## config.mk

```make
export PLATFORM = sky130hd
export DESIGN_NAME = wb_cmd_master
export DESIGN_NICKNAME = d
export VERILOG_FILES = /design/src/rtl/wb_cmd_master.sv
export SDC_FILE = /design/constraint.sdc
export NUM_CORES = 1
export LEC_CHECK = 0
export CAP_MARGIN = 20
export CORE_AREA = 2 2 116 118
export CTS_BUF_LIST = sky130_fd_sc_hd__clkbuf_4
export CTS_CLUSTER_DIAMETER = 80
export DETAILED_ROUTE_END_ITERATION = 12
export DIE_AREA = 0 0 118 120
export MAX_ROUTING_LAYER = met4
export PLACE_DENSITY = 0.95
export SYNTH_ARGS = -nofsm -noshare
export SYNTH_HDL_FRONTEND = slang
export SYNTH_SLANG_ARGS = --single-unit
```

## constraint.sdc

```tcl
create_clock -name clk_i -period 4.7 [get_ports clk_i]
set_clock_uncertainty 0.2 [all_clocks]
set_input_delay 0.94 -clock clk_i [delete_from_list [all_inputs] [get_ports clk_i]]
set_output_delay 0.94 -clock clk_i [all_outputs]
set_load 0.02 [all_outputs]
```

## src/rtl/wb_cmd_master.sv

```systemverilog
// Wishbone B4 classic-cycle command master: executes single or multi-beat read/write commands, one response per beat.
// Define WB_CMD_MASTER_BURST_EN to issue multi-beat commands as incrementing bursts (cti 010/111, cyc held between beats).
module wb_cmd_master #(
    parameter int AW        = 32,
    parameter int DW        = 32,
    parameter int LENW      = 8,
    parameter int TIMEOUT   = 255,
    parameter int MAX_RETRY = 3
) (
    input  logic            clk_i,
    input  logic            nrst_i,
    input  logic            cmd_valid,
    output logic            cmd_ready,
    input  logic            cmd_we,
    input  logic [AW-1:0]   cmd_adr,
    input  logic [DW-1:0]   cmd_dat,
    input  logic [DW/8-1:0] cmd_sel,
    input  logic [LENW-1:0] cmd_len,
    output logic            rsp_valid,
    input  logic            rsp_ready,
    output logic [DW-1:0]   rsp_dat,
    output logic [1:0]      rsp_status,
    output logic            rsp_last,
    output logic [AW-1:0]   wbm_adr_o,
    output logic [DW-1:0]   wbm_dat_o,
    output logic [DW/8-1:0] wbm_sel_o,
    output logic            wbm_we_o,
    output logic            wbm_cyc_o,
    output logic            wbm_stb_o,
    output logic [2:0]      wbm_cti_o,
    output logic [1:0]      wbm_bte_o,
    input  logic [DW-1:0]   wbm_dat_i,
    input  logic            wbm_ack_i,
    input  logic            wbm_err_i,
    input  logic            wbm_rty_i
);

    localparam int SW = DW / 8;
    localparam int RW = (MAX_RETRY > 0) ? $clog2(MAX_RETRY + 1) : 1;
    localparam int TW = (TIMEOUT > 1) ? $clog2(TIMEOUT + 1) : 1;

    localparam logic [RW-1:0] RETRY_MAX = RW'(MAX_RETRY);
    localparam logic [TW-1:0] TMO_LAST  = TW'(TIMEOUT - 1);

    localparam logic [1:0] ST_OK  = 2'b00;
    localparam logic [1:0] ST_ERR = 2'b01;
    localparam logic [1:0] ST_RTY = 2'b10;
    localparam logic [1:0] ST_TMO = 2'b11;

`ifdef WB_CMD_MASTER_BURST_EN
    localparam logic       BURST    = 1'b1;
    localparam logic [2:0] CTI_MID  = 3'b010;
    localparam logic [2:0] CTI_LAST = 3'b111;
`else
    localparam logic       BURST    = 1'b0;
    localparam logic [2:0] CTI_MID  = 3'b000;
    localparam logic [2:0] CTI_LAST = 3'b000;
`endif

    typedef enum logic [1:0] {
        IDLE,
        BUS,
        BACKOFF,
        RSP
    } state_t;

    state_t          state;
    state_t          state_nx;
    logic [LENW-1:0] beat_cnt;
    logic [RW-1:0]   retry_cnt;
    logic [TW-1:0]   tmo_cnt;

    logic            cmd_fire;
    logic            retry_ok;
    logic            tmo_hit;
    logic            more_beats;
    logic            keep_cyc;
    logic [AW-1:0]   adr_nx;

    function automatic logic [2:0] cti_for(input logic last_beat);
        return last_beat ? CTI_LAST : CTI_MID;
    endfunction

    assign wbm_bte_o = 2'b00;

    always_comb begin
        cmd_fire   = cmd_valid && cmd_ready;
        retry_ok   = (retry_cnt < RETRY_MAX);
        tmo_hit    = (TIMEOUT != 0) && (tmo_cnt == TMO_LAST);
        more_beats = (rsp_status == ST_OK) && (beat_cnt != '0);
        // In burst mode an acked beat with beats left keeps the cycle open through RSP.
        keep_cyc   = BURST && (beat_cnt != '0);
        adr_nx     = wbm_adr_o + AW'(SW);
    end

    always_ff @(posedge clk_i or negedge nrst_i) begin
        if (!nrst_i) begin
            state <= IDLE;
        end else begin
            state <= state_nx;
        end
    end

    always_comb begin
        state_nx = state;
        case (state)
            IDLE: begin
                if (cmd_fire) begin
                    state_nx = BUS;
                end
            end
            BUS: begin
                if (wbm_err_i || wbm_ack_i) begin
                    state_nx = RSP;
                end else if (wbm_rty_i) begin
                    state_nx = retry_ok ? BACKOFF : RSP;
                end else if (tmo_hit) begin
                    state_nx = RSP;
                end
            end
            BACKOFF: begin
                state_nx = BUS;
            end
            RSP: begin
                if (rsp_ready) begin
                    state_nx = more_beats ? BUS : IDLE;
                end
            end
            default: begin
                state_nx = IDLE;
            end
        endcase
    end

    always_ff @(posedge clk_i or negedge nrst_i) begin
        if (!nrst_i) begin
            cmd_ready  <= 1'b0;
            rsp_valid  <= 1'b0;
            rsp_dat    <= '0;
            rsp_status <= ST_OK;
            rsp_last   <= 1'b0;
            wbm_adr_o  <= '0;
            wbm_dat_o  <= '0;
            wbm_sel_o  <= '0;
            wbm_we_o   <= 1'b0;
            wbm_cyc_o  <= 1'b0;
            wbm_stb_o  <= 1'b0;
            wbm_cti_o  <= 3'b000;
            beat_cnt   <= '0;
            retry_cnt  <= '0;
            tmo_cnt    <= '0;
        end else begin
            case (state)
                IDLE: begin
                    cmd_ready <= 1'b1;
                    if (cmd_fire) begin
                        cmd_ready <= 1'b0;
                        wbm_adr_o <= cmd_adr;
                        wbm_dat_o <= cmd_dat;
                        wbm_sel_o <= cmd_sel;
                        wbm_we_o  <= cmd_we;
                        wbm_cyc_o <= 1'b1;
                        wbm_stb_o <= 1'b1;
                        wbm_cti_o <= cti_for(cmd_len == '0);
                        beat_cnt  <= cmd_len;
                        retry_cnt <= '0;
                        tmo_cnt   <= '0;
                    end
                end
                BUS: begin
                    if (wbm_err_i) begin
                        wbm_cyc_o  <= 1'b0;
                        wbm_stb_o  <= 1'b0;
                        rsp_valid  <= 1'b1;
                        rsp_dat    <= '0;
                        rsp_status <= ST_ERR;
                        rsp_last   <= 1'b1;
                    end else if (wbm_ack_i) begin
                        wbm_cyc_o  <= keep_cyc;
                        wbm_stb_o  <= 1'b0;
                        rsp_valid  <= 1'b1;
                        rsp_dat    <= wbm_we_o ? '0 : wbm_dat_i;
                        rsp_status <= ST_OK;
                        rsp_last   <= (beat_cnt == '0);
                    end else if (wbm_rty_i) begin
                        wbm_cyc_o <= 1'b0;
                        wbm_stb_o <= 1'b0;
                        if (retry_ok) begin
                            retry_cnt <= retry_cnt + 1'b1;
                        end else begin
                            rsp_valid  <= 1'b1;
                            rsp_dat    <= '0;
                            rsp_status <= ST_RTY;
                            rsp_last   <= 1'b1;
                        end
                    end else if (tmo_hit) begin
                        wbm_cyc_o  <= 1'b0;
                        wbm_stb_o  <= 1'b0;
                        rsp_valid  <= 1'b1;
                        rsp_dat    <= '0;
                        rsp_status <= ST_TMO;
                        rsp_last   <= 1'b1;
                    end else begin
                        tmo_cnt <= tmo_cnt + 1'b1;
                    end
                end
                BACKOFF: begin
                    // Reissue the same beat after one idle bus cycle.
                    wbm_cyc_o <= 1'b1;
                    wbm_stb_o <= 1'b1;
                    tmo_cnt   <= '0;
                end
                RSP: begin
                    if (rsp_ready) begin
                        rsp_valid <= 1'b0;
                        if (more_beats) begin
                            wbm_adr_o <= adr_nx;
                            wbm_cyc_o <= 1'b1;
                            wbm_stb_o <= 1'b1;
                            wbm_cti_o <= cti_for(beat_cnt == LENW'(1));
                            beat_cnt  <= beat_cnt - LENW'(1);
                            retry_cnt <= '0;
                            tmo_cnt   <= '0;
                        end else begin
                            wbm_cyc_o <= 1'b0;
                            cmd_ready <= 1'b1;
                        end
                    end
                end
                default: begin
                    cmd_ready <= 1'b0;
                end
            endcase
        end
    end

endmodule

```

==> results of run 1 <==
[power groups by stage]
stage	logic, µW	clock network [µW]	registers, µW
6_report	3410	806	1990
5_1_grt	3670	867	2060
4_1_cts	3380	817	1980
3_5_place_dp	3370	0	2000
3_3_place_gp	3270	0	1970
2_1_floorplan	1580	0	2420
[layout make-up]
cell class,count,area (µm²),share of cell area
tap,176,220,0.0246
clock inverter,14,165,0.0184
inverter,14,52.6,0.00586
multi-input combinational,474,2900,0.324
clock buffer,18,135,0.0151
sequential,128,3200,0.357
timing repair buffer,229,2280,0.255
[flip-flops by register name (all words and copies together) (netlist names), 2 cells and up]
signal	cells
wbm_dat_o	32
wbm_sel_o	4
retry_cnt	2
rsp_status	2
state	2
beat_cnt	8
rsp_dat	32
wbm_adr_o	32
tmo_cnt	8
[synth_stat cells, types with 4 or more instances]
| library cell | instances |
|---|---|
| nand2b_1 | 6 |
| nand3_1 | 34 |
| o21ai_0 | 48 |
| dfrtp_1 | 128 |
| o22a_1 | 12 |
| clkbuf_1 | 34 |
| a2bb2oi_1 | 10 |
| o22ai_1 | 12 |
| o21ai_1 | 10 |
| nand2_1 | 110 |
| inv_1 | 13 |
| a31oi_1 | 9 |
| or4_1 | 5 |
| nor2_1 | 40 |
| ha_1 | 10 |
| buf_2 | 6 |
| a21oi_1 | 41 |
| and3_1 | 7 |
| o21a_1 | 4 |
| nand4_1 | 16 |
| mux2_2 | 38 |
| buf_4 | 5 |
[metal layers]
| metal | GRT usage | share of wire |
|---|---|---|
| met5 | - | 0 |
| met4 | 0.0851 | 0.017 |
| met3 | 0.0803 | 0.092 |
| met2 | 0.448 | 0.51 |
| met1 | 0.310 | 0.38 |
[metrics by stage]
step	util	power [µW]	instance area, µm²	setup WS, ns	instances
6_report	0.690	6210	8960	1.50	1053
5_1_grt	0.690	6600	8960	1.28	1053
4_1_cts	0.689	6190	8950	1.53	1052
3_5_place_dp	0.666	5370	8650	1.18	1020
3_3_place_gp	0.666	5230	8650	1.23	1020
2_1_floorplan	-	4000	6330	2.06	665
[cell families (layout without fill, tap and decap cells)]
logic type	Yosys count	in the layout	share of synthesized area
compound gates	177	177	0.178
mux	41	41	0.0725
buf+inv	63	275	0.0428
other cells	1	5	0.000594
simple gates	241	241	0.180
fa+ha+maj	10	10	0.0198
flops	128	128	0.507
[worst paths after layout]
| kind | start | to | slack (ns) | depth (start not counted) |
|---|---|---|---|---|
| max | beat_cnt[0] | wbm_adr_o[27] | 1.50 | 8 |
| min in group asynchronous | nrst_i | wbm_dat_o[15] | 0.31 | 1 |
| min reg2reg | rsp_dat[5] | rsp_dat[5] | 0.29 | 2 |
| min | rsp_dat[5] | rsp_dat[5] | 0.29 | 2 |
| max in group asynchronous | nrst_i | wbm_adr_o[27] | 3.03 | 2 |
| max reg2reg | beat_cnt[0] | wbm_adr_o[27] | 1.50 | 8 |
[worst max-delay path, delay by kind of cell, from the launching register on]
kind                     cells  cell delay [ns]
flip-flops                   1             0.42
AO/OA/AOI/OAI                3             0.91
AND/OR/NAND/NOR              2             0.85
buffers and inverters        2             0.52
adder cells (fa/ha/maj)      1             0.15
==> metrics, run 1 <==
crit start category flip-flop; Cells after Synth approximately 660; placed wire-length estimate ~13000 µm; nets@finish between 900 and 1000; Post-synth EDFFs 0; Gate power share 0.549; CTS buffer count 17; Reg power frac 0.321; Syn Area/Cell 9.56 µm²; most frequent cells in the layout 222 x clkdlybuf4s50_1, 128 x dfrtp_1, 110 x nand2_1; Post-CTS Hold Fix Bufs 0; maximum VDD drop roughly 0.00037 V; Global Route Usage Sum 0.267; Crit. End Element flip-flop; # DRC 0; Switch Pwr roughly 2700 µW; Clk network pwr share 0.130; Final ANT Viol Nets 0; diode count 0; row cnt 42; fin crit share 0.680; grt ovf 0; final setup vio count 0; vias in the first global route between 5000 and 6000; # port buffers 223; synth top area cells dfrtp_1 51%, mux2_2 6.8%, nand2_1 6.5%, o21ai_0 3.8%, a21oi_1 3.2%; worst slew pin tran a little under 1 ns; largest net degree at the start of global routing roughly 100; GPL Wtd Cong 0.838; Seq cells post-synth between 100 and 150; count of cell types in the netlist between 50 and 60; Slew HR 0.354; slowest cell on the critical path o32a_1; Die Ht ~120 µm; area grow syn2layout 41.8%; core area around 13000 µm²; sequential element share of the synthesized area 0.507; starting density of the core 0.487; die area ~14000 µm²; Pint 3490 µW; CTS sink cnt ~130; CP max stage delay between 0.6 and 0.7 ns; Layout fillers between 900 and 1000; status finished, final reports clean; max_cap viols 0; critical path arrival 3.43 ns; RSZ-0062 raised after global routing false; WP data required approximately 4.9 ns; area fraction of the dominant cell type after synthesis 0.507; worst hold path class reg -> reg; first-pass GRT wire length roughly 29000 µm; final wirelength 18400 µm; Skew-Pair Late Insertion Delay between 0.5 and 0.6 ns; hold_ws 0.293 ns; commonest non-fill, non-tap cell in the layout clkdlybuf4s50_1; root buffer cell clkbuf_4; H-Tree Depth 4; share of cells above drive strength 1 0.0981; Synth Flop Type dfrtp_1; post-DR wirelength/cell 17.5 µm; Slew Limit Fails 0; Final Hold Vio Count 0; power per cell area 693 nW/µm²; yosys warns 0; fin crit period roughly 3.2 ns; DR vias about 6000; Starting DRT DRC Count around 800; Leak around 0.0036 µW; Crit Path Class reg -> reg; crit-path cells inv_1, ha_1, or4b_1, nor2_1, o32a_1, buf_4, a21oi_1, o22a_1; Synth Cell Area about 6300 µm²; Max FO, Critical Path 31; DRT Pass-1 Iters 5; Post-synth ARST share 1.00; CTS clk-pin slew, worst paths 0.13 ns; CTS tree done; via/cell ratio 5.72; Die Width around 120 µm; setup_tns 0 ns; cell taking the most area after synthesis dfrtp_1; Fmax roughly 310 MHz; cts repair resizes 0; clock tree buffer depth 2; initial antenna violation count 0; setup bufs post-CTS 0; Sw Share 0.438; num ports between 200 and 250
(Power assumes the default switching activity.)
==> run 2: changes to the inputs <==
Settings changed: CORE_AREA 2 2 116 118 to 2 2 126 128, DIE_AREA 0 0 118 120 to 0 0 128 130, PLACE_DENSITY 0.95 to 0.87.
Clock period 4.7 ns to 2.6 ns, I/O delays scaled along.
==> run 2 against run 1 <==
Effect of this change: combinational power grew 93%; largest cell class unchanged; worst setup slack lost 1.4 ns; sequential share of layout area shrank 1.5 points; hold slack lost 0.041 ns; clock power grew 65%; non-clock buffer count grew 39; critical path depth shrank 7; critical path type is now reg -> out; clock-buffer cell count shrank 1; global-route usage shrank 3.4 points; final area grew 4.2%.
==> metrics, run 2 (synthesis results as in run 1) <==
status finished, final reports clean; CP Launch Point wbm_adr_o[19]; crit path buf inv count 1; placed wire-length estimate about 13000 µm; num ports roughly 230; Crit Path Class reg -> out; post-DR wirelength/cell around 17 µm; RSZ-0062 raised after global routing false; slack of the critical path approximately 0.13 ns; fin crit period approximately 2.5 ns; area grow syn2layout 47.9%; pre-CTS setup slack -0.223 ns; vias in the first global route 5877; via/cell ratio ~5.5; Switch Pwr a little over 5000 µW; Leak 0.00382 µW; # DRC 0; max_cap viols 0; CTS buffer count 17; WP data required about 1.9 ns; setup_tns 0 ns; slowest cell on the critical path clkdlybuf4s50_1; initial antenna violation count 2; clock tree buffer depth 2; maximum VDD drop roughly 0.0008 V; DRT Pass-1 Iters 8; commonest non-fill, non-tap cell in the layout clkdlybuf4s50_1; placed insts between 1000 and 1500; share of cells above drive strength 1 0.136; most frequent cells in the layout 222 x clkdlybuf4s50_1, 128 x dfrtp_1, 110 x nand2_1; row cnt 46; Final ANT Viol Nets 0; Clk network pwr share 0.116; Crit. End Element output port; Sw Share 0.443; R2R Setup Slk around 0.17 ns; Pint around 6400 µW; Die Width between 100 and 150 µm; CTS sink cnt 128; crit start category flip-flop; power per cell area 1230 nW/µm²; die area approximately 17000 µm²; Starting DRT DRC Count 494; crit-path cells clkdlybuf4s50_1; R2R Path End wbm_adr_o[31]; Global Route Usage Sum 0.233; first-pass GRT wire length roughly 30000 µm; GPL Wtd Cong 0.838; fin crit share 0.950; worst hold path class in -> async; final setup vio count 0; CTS clk-pin slew, worst paths 0.14 ns; H-Tree Depth 4; nets@finish a little over 1000; Slew Limit Fails 0; DR vias 6066; Reg power frac 0.311; root buffer cell clkbuf_4; CTS tree done; Die Ht about 130 µm; Gate power share 0.573; Skew-Pair Late Insertion Delay ~0.55 ns; # port buffers between 200 and 250; reg2reg start state[1]; largest net degree at the start of global routing 90; Final Non-Filler Cells 1110; starting density of the core 0.410; CP max stage delay about 0.66 ns; critical path arrival around 1.8 ns; Final Hold Vio Count 0; worst slew pin tran ~0.56 ns; final wirelength about 18000 µm; Slew HR 0.625; top flop regs rsp_dat: 32 flops, wbm_adr_o: 32 flops, wbm_dat_o: 32 flops; grt ovf 0; R2R depth 6; cell family with most CP delay buffers and inverters; Fmax approximately 400 MHz; Max FO, Critical Path 9; core area 15400 µm²
run 2: cell types whose count changed in the layout (fill, tap and decap cells not counted), moves of 2 or more:
cell       delta
buf_4        +31
inv_8         +5
diode_2       +2
clkinv_4      +2
clkinv_2      -3
buf_12        +7
bufinv_16     -3
run 2: cell type report:
cell class / count / area, µm²
fill: 1269 / 6080
clock inverter: 15 / 148
sequential: 128 / 3200
timing repair buffer: 268 / 2660
antenna: 2 / 5.00
inverter: 14 / 52.6
multi-input combinational: 474 / 2900
tap: 192 / 240
clock buffer: 17 / 128
run 2: repair_timing:
item | in CTS | in global routing
hold endpoints to repair | 31 | 0
buffers inserted | 0 | 1
hold buffers | 1 | 0
endpoints found under the setup margin | 0 | 24
resized for setup | 0 | 1
run 2: through the flow:
stage / instance area [µm²] / util / power [µW] / hold WS, ns
after detailed placement: 9040 / 0.586 / 10200 / 0.269
after global routing: 9340 / 0.606 / 12300 / 0.231
final: 9340 / 0.606 / 11500 / 0.253
after CTS: 9320 / 0.604 / 11500 / 0.224
after global placement: 9040 / 0.586 / 9930 / 0.260
after floorplan: 6330 / - / 7240 / 0.0244
run 2: metal layers:
metal,vias up,share of wire,global-route usage
li1,2865,-,-
met5,-,0,-
met4,0,0.014,0.0769
met3,26,0.091,0.0742
met2,296,0.48,0.367
met1,2879,0.41,0.288
run 2: worst max path at each step:
stage	end	cells past startpoint
global placement	wbm_adr_o[28]	7
global route	wbm_adr_o[16]	7
detailed placement	wbm_adr_o[16]	7
finish	wbm_adr_o[19]	1
floorplan	wbm_adr_o[31]	8
CTS	wbm_adr_o[28]	7
run 2: power groups by stage:
stage / clock network [µW] / logic [µW] / registers (µW)
global placement: 0 / 6390 / 3540
CTS: 1370 / 6570 / 3560
finish: 1330 / 6590 / 3570
global route: 1470 / 7130 / 3700
detailed placement: 0 / 6550 / 3600
floorplan: 0 / 2860 / 4370
==> run 3: changes to the inputs <==
Settings changed: CORE_AREA 2 2 126 128 to 2 2 116 118, DIE_AREA 0 0 128 130 to 0 0 118 120, PLACE_DENSITY 0.87 to 0.95, SETUP_SLACK_MARGIN from default to 0.4.
Clock period 2.6 ns to 3.05 ns, I/O delays scaled along.
==> run 3 against run 2 <==
Effect of this change: largest power group unchanged; non-clock buffer count is 27 lower; power is 17% lower; via count is 1.0% lower; critical path depth is 6 higher; core utilization is 9.3 points higher; worst setup slack better by 0.34 ns; combinational power is 18% lower; sequential cell count stayed put; sequential power is 14% lower; final cell count is 4.1% lower; critical endpoint is now wbm_adr_o[28]; global-route usage is 4.5 points higher.
==> metrics, run 3 (synthesis results as in run 1) <==
status finished, final reports clean; power per cell area approximately 1100 nW/µm²; Total Power 9580 µW; maximum VDD drop slightly below 0.0006 V; first-pass GRT wire length between 30000 and 40000 µm; starting density of the core 0.487; nets@finish ~1000; H-Tree Depth 4; Starting DRT DRC Count approximately 650; grt ovf 0; vias in the first global route around 6000; top flop regs rsp_dat: 32 flops, wbm_adr_o: 32 flops, wbm_dat_o: 32 flops; clock tree buffer depth 2; DRT Pass-1 Iters 6; Max FO, Critical Path 45; fin crit period between 2 and 3 ns; setup_tns 0 ns; CTS sink cnt about 130; hold_ws between 0.2 and 0.3 ns; GPL Wtd Cong 0.894; crit start category flip-flop; Die Width about 120 µm; row cnt between 40 and 50; critical path arrival about 2.8 ns; max_cap viols 0; Crit Path Class reg -> reg; largest net degree at the start of global routing between 80 and 90; CTS buffer count 17; worst slew pin tran ~0.77 ns; fin crit share 0.846; Die Ht 120 µm; Leak roughly 0.0037 µW; post-DR wirelength/cell 17.6 µm; placed wire-length estimate between 10000 and 15000 µm; Global Route Usage Sum 0.279; initial antenna violation count 0; die area between 10000 and 15000 µm²; # port buffers about 220; R2R depth 7; DR vias around 6000; final setup vio count 0; final wirelength about 19000 µm; WHS Path Cells 2; core area between 10000 and 15000 µm²; commonest non-fill, non-tap cell in the layout clkdlybuf4s50_1; WP data required roughly 3.3 ns; Skew-Pair Late Insertion Delay around 0.55 ns; setup bufs post-CTS 0; via/cell ratio between 5 and 6; Final ANT Viol Nets 0; worst hold path class reg -> reg; CTS clk-pin slew, worst paths around 0.12 ns; RSZ-0062 raised after global routing true; R2R Setup Slk approximately 0.47 ns; area grow syn2layout 43.6%; Slew HR 0.485; num ports roughly 230; root buffer cell clkbuf_4; diode count 0; most frequent cells in the layout 222 x clkdlybuf4s50_1, 127 x dfrtp_1, 110 x nand2_1; Final Hold Vio Count 0; share of cells above drive strength 1 0.115; # DRC 0; Slew Limit Fails 0; Crit. End Element flip-flop; Fmax between 300 and 400 MHz; CTS tree done
-- run 3: worst paths after layout --
kind | startpoint | endpoint
worst max-delay path | state[1] | wbm_adr_o[28]
worst min-delay path | rsp_dat[14] | rsp_dat[14]
worst max register to register | state[1] | wbm_adr_o[28]
worst min register to register | rsp_dat[14] | rsp_dat[14]
max in group asynchronous | nrst_i | wbm_adr_o[26]
min in group asynchronous | nrst_i | wbm_adr_o[4]
-- run 3: cell type report --
| type | count | area, µm² |
|---|---|---|
| flip-flops and latches | 128 | 3200 |
| clock inverters | 15 | 136 |
| clock buffers | 17 | 128 |
| repair buffers | 241 | 2420 |
| multi-input cells | 474 | 2910 |
| well taps | 176 | 220 |
| inverters | 14 | 52.6 |
| fillers | 944 | 3910 |
-- run 3: per-layer routing --
| metal | vias to the layer above | global-route usage | routed length [µm] |
|---|---|---|---|
| li1 | 2798 | - | - |
| met1 | 2877 | 0.327 | 7270 |
| met2 | 292 | 0.469 | 9540 |
| met3 | 36 | 0.0770 | 1570 |
| met4 | 0 | 0.0843 | 383 |
| met5 | - | - | 0 |
-- run 3: worst max-delay path: stages, from the launching register on --
cell	delay (ns)
dfrtp_1	0.44
inv_1	0.12
ha_2	0.33
or4b_4	0.58
o32a_1	0.20
buf_6	0.21
o21bai_1	0.17
a21boi_0	0.22
-- run 3: power breakdown --
group / internal, µW / switching, µW
sequential: 2430 / 651
combinational: 2470 / 2920
clock: 411 / 693
-- run 3: through the flow --
step | worst slack (ns) | instance area (µm²) | utilization | std cells
after floorplan | 0.551 | 6330 | - | 665
after global placement | 0.161 | 8790 | 0.677 | 1032
after detailed placement | 0.0944 | 8790 | 0.677 | 1032
after CTS | 0.431 | 9060 | 0.698 | 1065
after global routing | 0.377 | 9070 | 0.699 | 1065
final | 0.470 | 9070 | 0.699 | 1065
-- run 3: repair_timing --
action | in CTS | in global routing
hold endpoints to repair | 30 | 0
hold buffers | 1 | 0
gates resized for setup | 2 | 3
setup endpoints to repair | 13 | 23
